===== src/rtl/gpio_bank.sv =====
// Parametrised GPIO bank: per-bit direction, output latches, input
// synchronisers and rise/fall edge interrupts with write-1-to-clear pending.
module gpio_bank #(
  parameter int WIDTH       = 8,
  parameter int NUM_PORTS   = 4,
  parameter int SYNC_STAGES = 2,
  parameter int SEL_W       = (NUM_PORTS > 1) ? $clog2(NUM_PORTS) : 1
) (
  input  logic                       clk,
  input  logic                       rst,
  input  logic [SEL_W-1:0]           sel,
  input  logic [WIDTH-1:0]           wrData,
  input  logic                       ceOut,
  input  logic                       ceDir,
  input  logic                       ceRise,
  input  logic                       ceFall,
  input  logic                       clrIrq,
  input  logic [1:0]                 rdSrc,
  output logic [WIDTH-1:0]           rdData,
  input  logic [NUM_PORTS*WIDTH-1:0] padIn,
  output logic [NUM_PORTS*WIDTH-1:0] padOut,
  output logic [NUM_PORTS*WIDTH-1:0] padOe,
  output logic [NUM_PORTS-1:0]       irqPend,
  output logic                       irq
);

  localparam int N = NUM_PORTS * WIDTH;

  logic [N-1:0] out_q;
  logic [N-1:0] dir_q;
  logic [N-1:0] rise_en_q;
  logic [N-1:0] fall_en_q;
  logic [N-1:0] pend_q;
  logic [N-1:0] prev_q;
  logic [N-1:0] sync_in;
  logic [N-1:0] clr_mask;
  logic [N-1:0] pend_set;
  logic [SYNC_STAGES-1:0][N-1:0] sync_q;
  logic [NUM_PORTS-1:0] hit;

  assign sync_in = sync_q[SYNC_STAGES-1];

  // Out-of-range sel matches no port, so writes and reads fall through.
  always_comb begin
    hit      = '0;
    clr_mask = '0;
    for (int p = 0; p < NUM_PORTS; p++) begin
      hit[p] = (sel == SEL_W'(p));
      if (hit[p] && clrIrq)
        clr_mask[p*WIDTH +: WIDTH] = wrData;
    end
  end

  assign pend_set = ((sync_in & ~prev_q & rise_en_q) |
                     (~sync_in & prev_q & fall_en_q)) & ~dir_q;

  always_ff @(posedge clk) begin
    if (rst) begin
      out_q     <= '0;
      dir_q     <= '0;
      rise_en_q <= '0;
      fall_en_q <= '0;
      pend_q    <= '0;
      prev_q    <= '0;
      sync_q    <= '0;
    end else begin
      sync_q <= {sync_q[SYNC_STAGES-2:0], padIn};
      prev_q <= sync_in;
      // set is OR-ed in after the clear, so a coincident edge survives
      pend_q <= (pend_q & ~clr_mask) | pend_set;
      for (int p = 0; p < NUM_PORTS; p++) begin
        if (hit[p]) begin
          if (ceOut)  out_q[p*WIDTH +: WIDTH]     <= wrData;
          if (ceDir)  dir_q[p*WIDTH +: WIDTH]     <= wrData;
          if (ceRise) rise_en_q[p*WIDTH +: WIDTH] <= wrData;
          if (ceFall) fall_en_q[p*WIDTH +: WIDTH] <= wrData;
        end
      end
    end
  end

  always_comb begin
    rdData = '0;
    for (int p = 0; p < NUM_PORTS; p++) begin
      if (hit[p]) begin
        case (rdSrc)
          2'b00: rdData = (dir_q[p*WIDTH +: WIDTH] & out_q[p*WIDTH +: WIDTH]) |
                          (~dir_q[p*WIDTH +: WIDTH] & sync_in[p*WIDTH +: WIDTH]);
          2'b01: rdData = out_q[p*WIDTH +: WIDTH];
          2'b10: rdData = dir_q[p*WIDTH +: WIDTH];
          default: rdData = pend_q[p*WIDTH +: WIDTH];
        endcase
      end
    end
  end

  always_comb begin
    irqPend = '0;
    for (int p = 0; p < NUM_PORTS; p++)
      irqPend[p] = |pend_q[p*WIDTH +: WIDTH];
  end

  assign irq    = |irqPend;
  assign padOut = out_q;
  assign padOe  = dir_q;

endmodule


===== config.mk =====
export PLATFORM = sky130hd
export DESIGN_NAME = gpio_bank
export DESIGN_NICKNAME = d
export VERILOG_FILES = /design/src/rtl/gpio_bank.sv
export SDC_FILE = /design/constraint.sdc
export NUM_CORES = 1
export LEC_CHECK = 0
export ABC_AREA = 1
export CAP_MARGIN = 20
export CORE_ASPECT_RATIO = 1.25
export CORE_MARGIN = 3
export CORE_UTILIZATION = 45
export CTS_CLUSTER_DIAMETER = 40
export DETAILED_ROUTE_END_ITERATION = 6
export PLACE_DENSITY = 0.67
export SLEW_MARGIN = 20
export SYNTH_ARGS = -nofsm -noshare
export SYNTH_HDL_FRONTEND = slang
export SYNTH_SLANG_ARGS = --single-unit

===== constraint.sdc =====
create_clock -name clk -period 1.5 [get_ports clk]
set_clock_uncertainty 0.15 [all_clocks]
set_input_delay 0.15 -clock clk [delete_from_list [all_inputs] [get_ports clk]]
set_output_delay 0.15 -clock clk [all_outputs]
set_load 0.05 [all_outputs]

==> metrics.md, run 1 <==
| Metric | Value |
|---|---|
| Tmin final | 2.00 ns |
| Startpoint types | register |
| Crit. End Element | primary output |
| Via count of the first global-routing pass | between 10000 and 15000 |
| Crit Path Class | reg2out |
| Share of cells above drive strength 1 | 0.356 |
| Global-route wire length before repair | between 50 and 60 mm |
| Worst-Skew Late Latency | 0.50 ns |
| Final antenna-violating net count | 0 |
| Post-route DRC violation count | 0 |
| Synth top area cells | dfxtp_1 (47%), nor2_1 (9.6%), nand2_1 (7.9%), inv_1 (6.5%), a211oi_2 (6.1%) |
| Cell variety after synth | 28 |
| Clock tree sinks | approximately 260 |
| Reg2reg start | sync_in[23] |
| CP max FO | 3 |
| Post-synth top area cell | dfxtp_1 |
| Pwr Total | ~18 mW |
| Grt ovf | 0 |
| Warnings, synthesis | 0 |
| Fillers | roughly 1800 |
| Ys async rst share | 0 |
| IO buf count | around 130 |
| FP Rows | just over 60 |
| Worst reg2reg setup slack | approximately 0.24 ns |
| Peak supply drop | just over 0.7 mV |
| Initial core utilization | 0.464 |
| Max Cap Viol | 0 |
| DR vias | ~11000 |
| Drt initial violations | between 700 and 800 |
| Unrepaired setup endpoints after global routing | yes |
| Synth Flop Type | dfxtp_1 |
| Gp weighted congestion | 0.941 |
| Via density | 5.30 |
| Die area | roughly 26000 sq um |
| EDFF count, synth | 0 |
| H-tree depth | 2 |
| Number of synthesized register bits | about 260 |
| Placed Instances | 1951 |
| Most frequent cell after synthesis | nor2_1 |
| Synth top cells by count | nor2_1 (275), dfxtp_1 (256), nand2_1 (227), inv_1 (187), nand3_1 (113) |
| Die width | 145 um |
| Drt pass-1 iters | 6 |
| Mapped cell area | 10800 sq um |
| Leakage | ~7 nW |
| Hold Vio Cnt, Final | 0 |
| Die height | around 180 um |
| Root Buffer | clkbuf_16 |
| Core footprint | 23300 sq um |
| Initial antenna violation count | 0 |
| Gate Count Post-Synth | between 1000 and 1500 |
| Non-filler instance count after layout | approximately 2100 |
| Hold WC Path Type | in2reg |
| CTS tree | yes |
| Reg2reg path depth | 5 |
| Tcrit/Tclk final | 1.34 |
| Violated checks | setup timing |
| Area Growth Syn to Fin | 53.1% |
| Pwr per Cell Area | roughly 1100 nW/um^2 |
| Status | complete, but fails checks |
| Largest net degree at the start of global routing | 50 |
| Reg-to-reg critical path endpoint | pend_q[23] |
| TritonCTS Buffers | 35 |
| Area after DPL | between 10000 and 15000 sq um |
| Seq/Total Area, Yosys | 0.475 |
| CTS clk-pin slew, worst paths | ~0.050 ns |
| IO Count | around 130 |
| Final Instance Area | approximately 17000 sq um |
| Slew headroom | 0.679 |
| Highest clock rate | ~500 MHz |
| Overall Global Routing Usage | 0.270 |
| Yosys top cell area share | 0.475 |
| Worst Setup EP | rdData[4] |
| Final WL | around 35 mm |
| Crit path launch | padOut[12] |
| Hpwl dp | 25.0 mm |
| Actual slew at the worst max-slew pin | about 0.48 ns |
| Final nets | between 1500 and 2000 |
| Fin. max-slew vios | 0 |
| Synthesized Nets | 1486 |
| # setup viols final | 13 |
| Synth Area per Inst | approximately 7.5 sq um |
| Setup WS post-layout | -0.504 ns |
| Clock Tree Buf Depth | 3 |
| CP required | ~1.2 ns |
| Crit path DAT | roughly 1.7 ns |
| Post-DR wirelength/cell | roughly 17 um |
cell families (layout without fill, tap and decap cells):
family,Yosys count,after routing,share of synthesized area
other,0,1,0
AO/OA/AOI/OAI,256,256,0.168
flip-flops,256,256,0.475
buffers and inverters,264,595,0.101
AND/OR/NAND/NOR,659,659,0.256
stage by stage:
| stage | TNS (ns) | setup WS, ns | hold slack (ns) | utilization |
|---|---|---|---|---|
| after floorplan | -0.107 | -0.0822 | 0.107 | - |
| after global routing | -5.95 | -0.560 | 0.0204 | 0.710 |
| after CTS | -5.43 | -0.518 | 0.000499 | 0.704 |
| after detailed placement | -59.13 | -0.718 | 0.242 | 0.625 |
| after global placement | -56.64 | -0.716 | 0.239 | 0.625 |
| final | -5.35 | -0.504 | 0.0123 | 0.710 |
timing repair:
item                                    4_1_cts  5_1_grt
gates cloned                                  1        0
setup buffers                                34        6
endpoints found under the setup margin       15       20
resized for setup                           159       68
pin swaps                                    43       27
endpoints found under the hold margin        32        0
hold buffers                                 11        0
final cells by class:
class                      instances  area [sq um]  area share
tap                              288           360      0.0218
multi-input combinational        915          4970       0.301
sequential                       256          5330       0.323
inverter                         194           759      0.0460
clock buffer                      43           946      0.0573
antenna                            1          2.50    0.000152
clock inverter                    19           169      0.0102
timing repair buffer             339          3970       0.241
registers in the layout, indices dropped and copies added, names as in the netlist:
signal / flops
pend_q: 32
padOe: 32
sync_q: 32
rise_en_q: 32
prev_q: 32
sync_in: 32
padOut: 32
fall_en_q: 32
power breakdown:
part	switching [mW]	total, mW	internal, mW
combinational	1.70	3.06	1.36
sequential	0.218	7.27	7.05
clock	3.18	7.79	4.61
worst min-delay path by stage:
stage | cells past startpoint | endpoint | start | slack [ns]
floorplan | 2 | sync_q[0] | padIn[0] | 0.11
global placement | 2 | sync_in[29] | sync_q[29] | 0.24
detailed placement | 2 | sync_in[30] | sync_q[30] | 0.24
CTS | 3 | sync_q[19] | padIn[19] | 0.0005
global route | 3 | sync_q[6] | padIn[6] | 0.02
finish | 3 | sync_q[19] | padIn[19] | 0.01
cells in the final DEF (no fill, tap or decap), types with 3 or more instances in the layout:
master	count
nor2_1	271
nand2_1	190
dfxtp_1	179
buf_4	160
inv_1	132
buf_12	92
nand3_1	85
a21oi_1	66
o21ai_0	54
a211oi_2	53
inv_2	50
clkdlybuf4s50_1	45
dfxtp_4	45
nand2_2	40
a211oi_1	36
clkbuf_16	35
dfxtp_2	32
nand3_2	28
buf_6	23
nand4_1	18
o21ai_1	17
a31oi_1	12
o31ai_1	12
dlygate4sd3_1	11
nand2_4	10
inv_4	9
inv_6	7
o21ai_2	5
nor2_4	4
clkinv_2	4
nor4_4	4
clkbuf_1	4
clkbuf_8	4
nor2_2	3
nor4_2	3
inv_8	3
clkinv_4	3
buf_8	3
routing by layer:
| metal | wire length, um | up-vias | GRT usage |
|---|---|---|---|
| met5 | 0 | - | 0 |
| met4 | 1890 | 0 | 0.135 |
| met3 | 2590 | 123 | 0.0424 |
| met2 | 17300 | 422 | 0.455 |
| met1 | 13700 | 5064 | 0.333 |
| li1 | - | 5278 | - |
critical path, cell delays in order, from the launching register on:
cell	delay, ns
dfxtp_4	0.36
inv_2	0.06
nand2_1	0.06
nand3_2	0.08
nand3_2	0.08
nand2_1	0.07
nand4_1	0.25
buf_12	0.24
No activity file was read; power rests on OpenSTA's default activity.
==> run 2, diff against run 1 <==
- CORE_MARGIN: 3 -> 8
- clock period: 1.5 -> 2.19 ns (I/O delays scaled with it)
==> metrics.md, run 2 (same netlist as run 1, synthesis figures left out) <==
| Metric | Value |
|---|---|
| IO Count | 128 |
| Area Growth Syn to Fin | 28.3% |
| Fillers | between 2000 and 2500 |
| H-tree depth | 2 |
| Drt initial violations | 779 |
| Diode count | 0 |
| Multi-input gate area | 4610 sq um |
| Reg-to-reg critical path endpoint | pend_q[14] |
| Final nets | ~1600 |
| Final WL | between 30 and 40 mm |
| Crit. End Element | primary output |
| Cts hold-fix bufs | 0 |
| Worst reg2reg setup slack | roughly 1.1 ns |
| Status | finished, final reports clean |
| Root Buffer | clkbuf_16 |
| Clock Tree Buf Depth | 3 |
| Global-route wire length before repair | ~52 mm |
| Unrepaired setup endpoints after global routing | yes |
| Core footprint | roughly 24000 sq um |
| Initial antenna violation count | 0 |
| Die area | about 29000 sq um |
| Highest clock rate | around 460 MHz |
| Final antenna-violating net count | 0 |
| Reg2reg path depth | 4 |
| Peak supply drop | ~0.52 mV |
| Post-DR wirelength/cell | roughly 18 um |
| TritonCTS Buffers | 34 |
| Grt ovf | 0 |
| CTS tree | yes |
| Hpwl dp | 23.6 mm |
| Clock tree sinks | around 260 |
| Startpoint types | register |
| CP required | about 1.8 ns |
| Leakage | ~5.7 nW |
| CTS clk-pin slew, worst paths | around 0.060 ns |
| Commonest non-fill, non-tap cells in the layout | nor2_1 (274), dfxtp_1 (245), nand2_1 (223) |
| Pre-CTS setup slack | -0.206 ns |
| Commonest non-fill, non-tap cell in the layout | nor2_1 |
| Tmin final | approximately 2.2 ns |
| Die width | 155 um |
| Setup WS post-layout | roughly 0.0092 ns |
| Worst-Skew Late Latency | approximately 0.51 ns |
| Hold WC Path Type | in2reg |
| Overall Global Routing Usage | 0.225 |
| FP Rows | 63 |
| DR vias | 10000 |
| Die height | 189 um |
| Area after DPL | between 10000 and 15000 sq um |
| Crit Path Class | reg2out |
| Fin. max-slew vios | 0 |
| Max Cap Viol | 0 |
| Setup TNS | 0 ns |
| CP max FO | 4 |
| Largest net degree at the start of global routing | 85 |
| Hold Vio Cnt, Final | 0 |
| # setup viols final | 0 |
| Actual slew at the worst max-slew pin | 0.688 ns |
| IO buf count | 127 |
| Hold depth | 3 |
| Gp weighted congestion | about 0.92 |
| Final Instance Area | between 10000 and 15000 sq um |
| Hold_sp | padIn[22] |
| Initial core utilization | 0.456 |
| Crit path DAT | ~1.8 ns |
| Post-route DRC violation count | 0 |
| Slew headroom | 0.542 |
| Share of cells above drive strength 1 | 0.146 |
| Pwr per Cell Area | about 900 nW/um^2 |
| Tcrit/Tclk final | 0.996 |
| Reg2reg start | sync_in[14] |
| Via count of the first global-routing pass | between 9000 and 10000 |
| Via density | 5.27 |
| Pwr Total | about 12 mW |
| Area occupied by registers | 5140 sq um |
| Drt pass-1 iters | 6 |
| Worst Hold End | sync_q[22] |
## run 2: repair_timing
item / CTS / global route
setup buffers: 0 / 2
resized for setup: 15 / 41
pin swaps: 4 / 9
setup endpoints to repair: 14 / 15
## run 2: worst max-delay path: stages, from the launching register on
cell,delay (ns)
dfxtp_1,0.38
inv_1,0.11
nand2_1,0.08
nand3_1,0.06
o21ai_1,0.15
nand2_1,0.11
nand4_1,0.24
buf_12,0.18
## run 2: worst max path at each step
| stage | startpoint | end | slack [ns] | depth (start not counted) |
|---|---|---|---|---|
| 3_3_place_gp | rdSrc[0] | rdData[5] | -0.20 | 8 |
| 4_1_cts | padOe[16] | padOe[16] | 0.003 | 1 |
| 6_report | padOe[13] | rdData[5] | 0.009 | 7 |
| 3_5_place_dp | rdSrc[0] | rdData[5] | -0.21 | 8 |
| 5_1_grt | padOe[24] | rdData[0] | 0.001 | 9 |
| 2_1_floorplan | padOe[29] | rdData[5] | 0.31 | 5 |
## run 2: final cells by class
cell class / count / share of cell area
clock buffers: 41 / 0.0663
clock inverters: 18 / 0.0158
inverters: 194 / 0.0532
multi-input cells: 915 / 0.333
flip-flops and latches: 256 / 0.371
well taps: 292 / 0.0264
repair buffers: 187 / 0.134
## run 2: power by group
group | internal (mW) | total (mW) | switching, mW
Sequential | 4.85 | 4.98 | 0.131
Clock | 3.41 | 5.55 | 2.15
Combinational | 0.550 | 1.59 | 1.04
Total | 8.80 | 12.1 | 3.32
## run 2: metal layers
| metal | global-route usage | part of all wire | vias to the layer above |
|---|---|---|---|
| met5 | 0 | 0 | - |
| met4 | 0.128 | 0.055 | 0 |
| met3 | 0.0411 | 0.065 | 98 |
| met1 | 0.271 | 0.41 | 4594 |
| li1 | - | - | 4965 |
| met2 | 0.372 | 0.47 | 364 |
## run 2: metrics by stage
stage	util	hold WS (ns)	cells
after CTS	0.583	0.0634	1901
final	0.585	0.0749	1903
after global routing	0.585	0.0758	1903
after global placement	0.535	0.239	1842
after detailed placement	0.535	0.242	1842
after floorplan	-	0.176	1435
==> run 3, diff against run 2 <==
- clock period: 2.19 -> 2.57 ns (I/O delays scaled with it)
==> metrics.md, run 3 (same netlist as run 1, synthesis figures left out) <==
| Metric | Value |
|---|---|
| Status | finished, final reports clean |
| Crit Path Class | reg2out |
| Max Cap Viol | 0 |
| Hold WC Path Type | in2reg |
| Diode count | 0 |
| Startpoint types | register |
| Area after DPL | 12500 sq um |
| Grt ovf | 0 |
| Crit. End Element | primary output |
| Drt pass-1 iters | 5 |
| Initial core utilization | 0.456 |
| Commonest non-fill, non-tap cell in the layout | nor2_1 |
| Pwr per Cell Area | between 700 and 800 nW/um^2 |
| Placed Instances | 1824 |
| IO Count | between 100 and 150 |
| Global-route wire length before repair | about 52 mm |
| M1 WL | 13.8 mm |
| Cts hold-fix bufs | 0 |
| CP required | about 2.2 ns |
| Setup WS post-layout | roughly 0.12 ns |
| Worst-Skew Late Latency | approximately 0.5 ns |
| FP Rows | 63 |
| Clock Tree Buf Depth | 3 |
| CTS clk-pin slew, worst paths | ~0.06 ns |
| H-tree depth | 2 |
| Peak supply drop | 0.599 mV |
| Area occupied by registers | approximately 5100 sq um |
| Tmin final | ~2.5 ns |
| DR WL met2 | about 16 mm |
| Initial antenna violation count | 0 |
| Slew headroom | 0.632 |
| Crit path DAT | 2.05 ns |
| Core footprint | 23600 sq um |
| Hold Vio Cnt, Final | 0 |
| Fin. max-slew vios | 0 |
| Via density | approximately 5.3 |
| DR vias | 9994 |
| Reg-to-reg critical path endpoint | pend_q[14] |
| Setup bufs post-CTS | 0 |
| Clock tree sinks | 256 |
| Leakage | 5.69 nW |
| Actual slew at the worst max-slew pin | 0.550 ns |
| TritonCTS Buffers | 35 |
| Gp weighted congestion | slightly above 0.9 |
| Fin Hold WS | roughly 0.055 ns |
| Share of cells above drive strength 1 | 0.117 |
| Reg2reg start | sync_in[14] |
| Post-DR wirelength/cell | between 15 and 20 um |
| # setup viols final | 0 |
| Die area | 29200 sq um |
| Crit path launch | pend_q[13] |
| Met3 routed WL | 2.07 mm |
| Top sig layer | met4 |
| Pre-CTS setup slack | -0.0111 ns |
| Multi-input gate area | 4580 sq um |
| Final WL | 33.7 mm |
| Worst reg2reg setup slack | 1.30 ns |
| Tcrit/Tclk final | 0.955 |
| Hpwl dp | ~24 mm |
| Non-filler instance count after layout | 1886 |
| CTS tree | yes |
| Final antenna-violating net count | 0 |
| Via count of the first global-routing pass | about 9500 |
| Post-route DRC violation count | 0 |
| Area Growth Syn to Fin | 28.1% |
| CP max FO | 3 |
| Worst Setup EP | irqPend[1] |
| Reg2reg path depth | 4 |
| Root Buffer | clkbuf_16 |
| Setup TNS | 0 ns |
| Pwr Total | 10.8 mW |
| Unrepaired setup endpoints after global routing | no |
| IO buf count | 127 |
| Die width | 155 um |
| Drt initial violations | between 800 and 900 |
| Final Instance Area | approximately 14000 sq um |
| Final nets | between 1500 and 2000 |
| Commonest non-fill, non-tap cells in the layout | nor2_1 (274), dfxtp_1 (256), nand2_1 (227) |
| Highest clock rate | 407 MHz |
| Largest net degree at the start of global routing | 69 |
| Die height | 189 um |
| Fillers | between 2000 and 2500 |
| Final core utilization | 0.584 |
| Overall Global Routing Usage | 0.227 |
run 3: timing repair:
item,in CTS,in global routing
endpoints found under the setup margin,2,5
gates cloned,0,0
pin swaps,0,1
resized for setup,4,6
run 3: routing by layer:
metal | global-route usage | up-vias
met4 | 0.121 | 0
met5 | 0 | -
met1 | 0.268 | 4647
met3 | 0.0436 | 89
met2 | 0.386 | 343
li1 | - | 4915
run 3: critical path: stages (launching register included):
cell	delay [ns]
dfxtp_1	0.34
nor4_1	0.31
nand2_1	0.17
clkdlybuf4s50_1	0.73
run 3: cell type report:
class,count,area share
sequential,256,0.371
multi-input combinational,915,0.331
timing repair buffer,167,0.125
clock buffer,43,0.0708
inverter,194,0.0533
tap,292,0.0264
clock inverter,19,0.0216
run 3: power breakdown:
group	internal (mW)	total, mW	switching (mW)
Sequential	4.13	4.24	0.113
Clock	3.36	5.19	1.83
Combinational	0.449	1.33	0.880
Total	7.94	10.8	2.83
run 3: worst min path at each step:
stage / from / end / slack [ns] / depth (start not counted)
CTS: rst / prev_q[20] / 0.05 / 2
global route: rst / sync_in[10] / 0.07 / 2
detailed placement: sync_q[26] / sync_in[26] / 0.24 / 2
global placement: sync_q[22] / sync_in[22] / 0.24 / 2
finish: rst / sync_in[10] / 0.06 / 2
floorplan: padIn[0] / sync_q[0] / 0.21 / 2
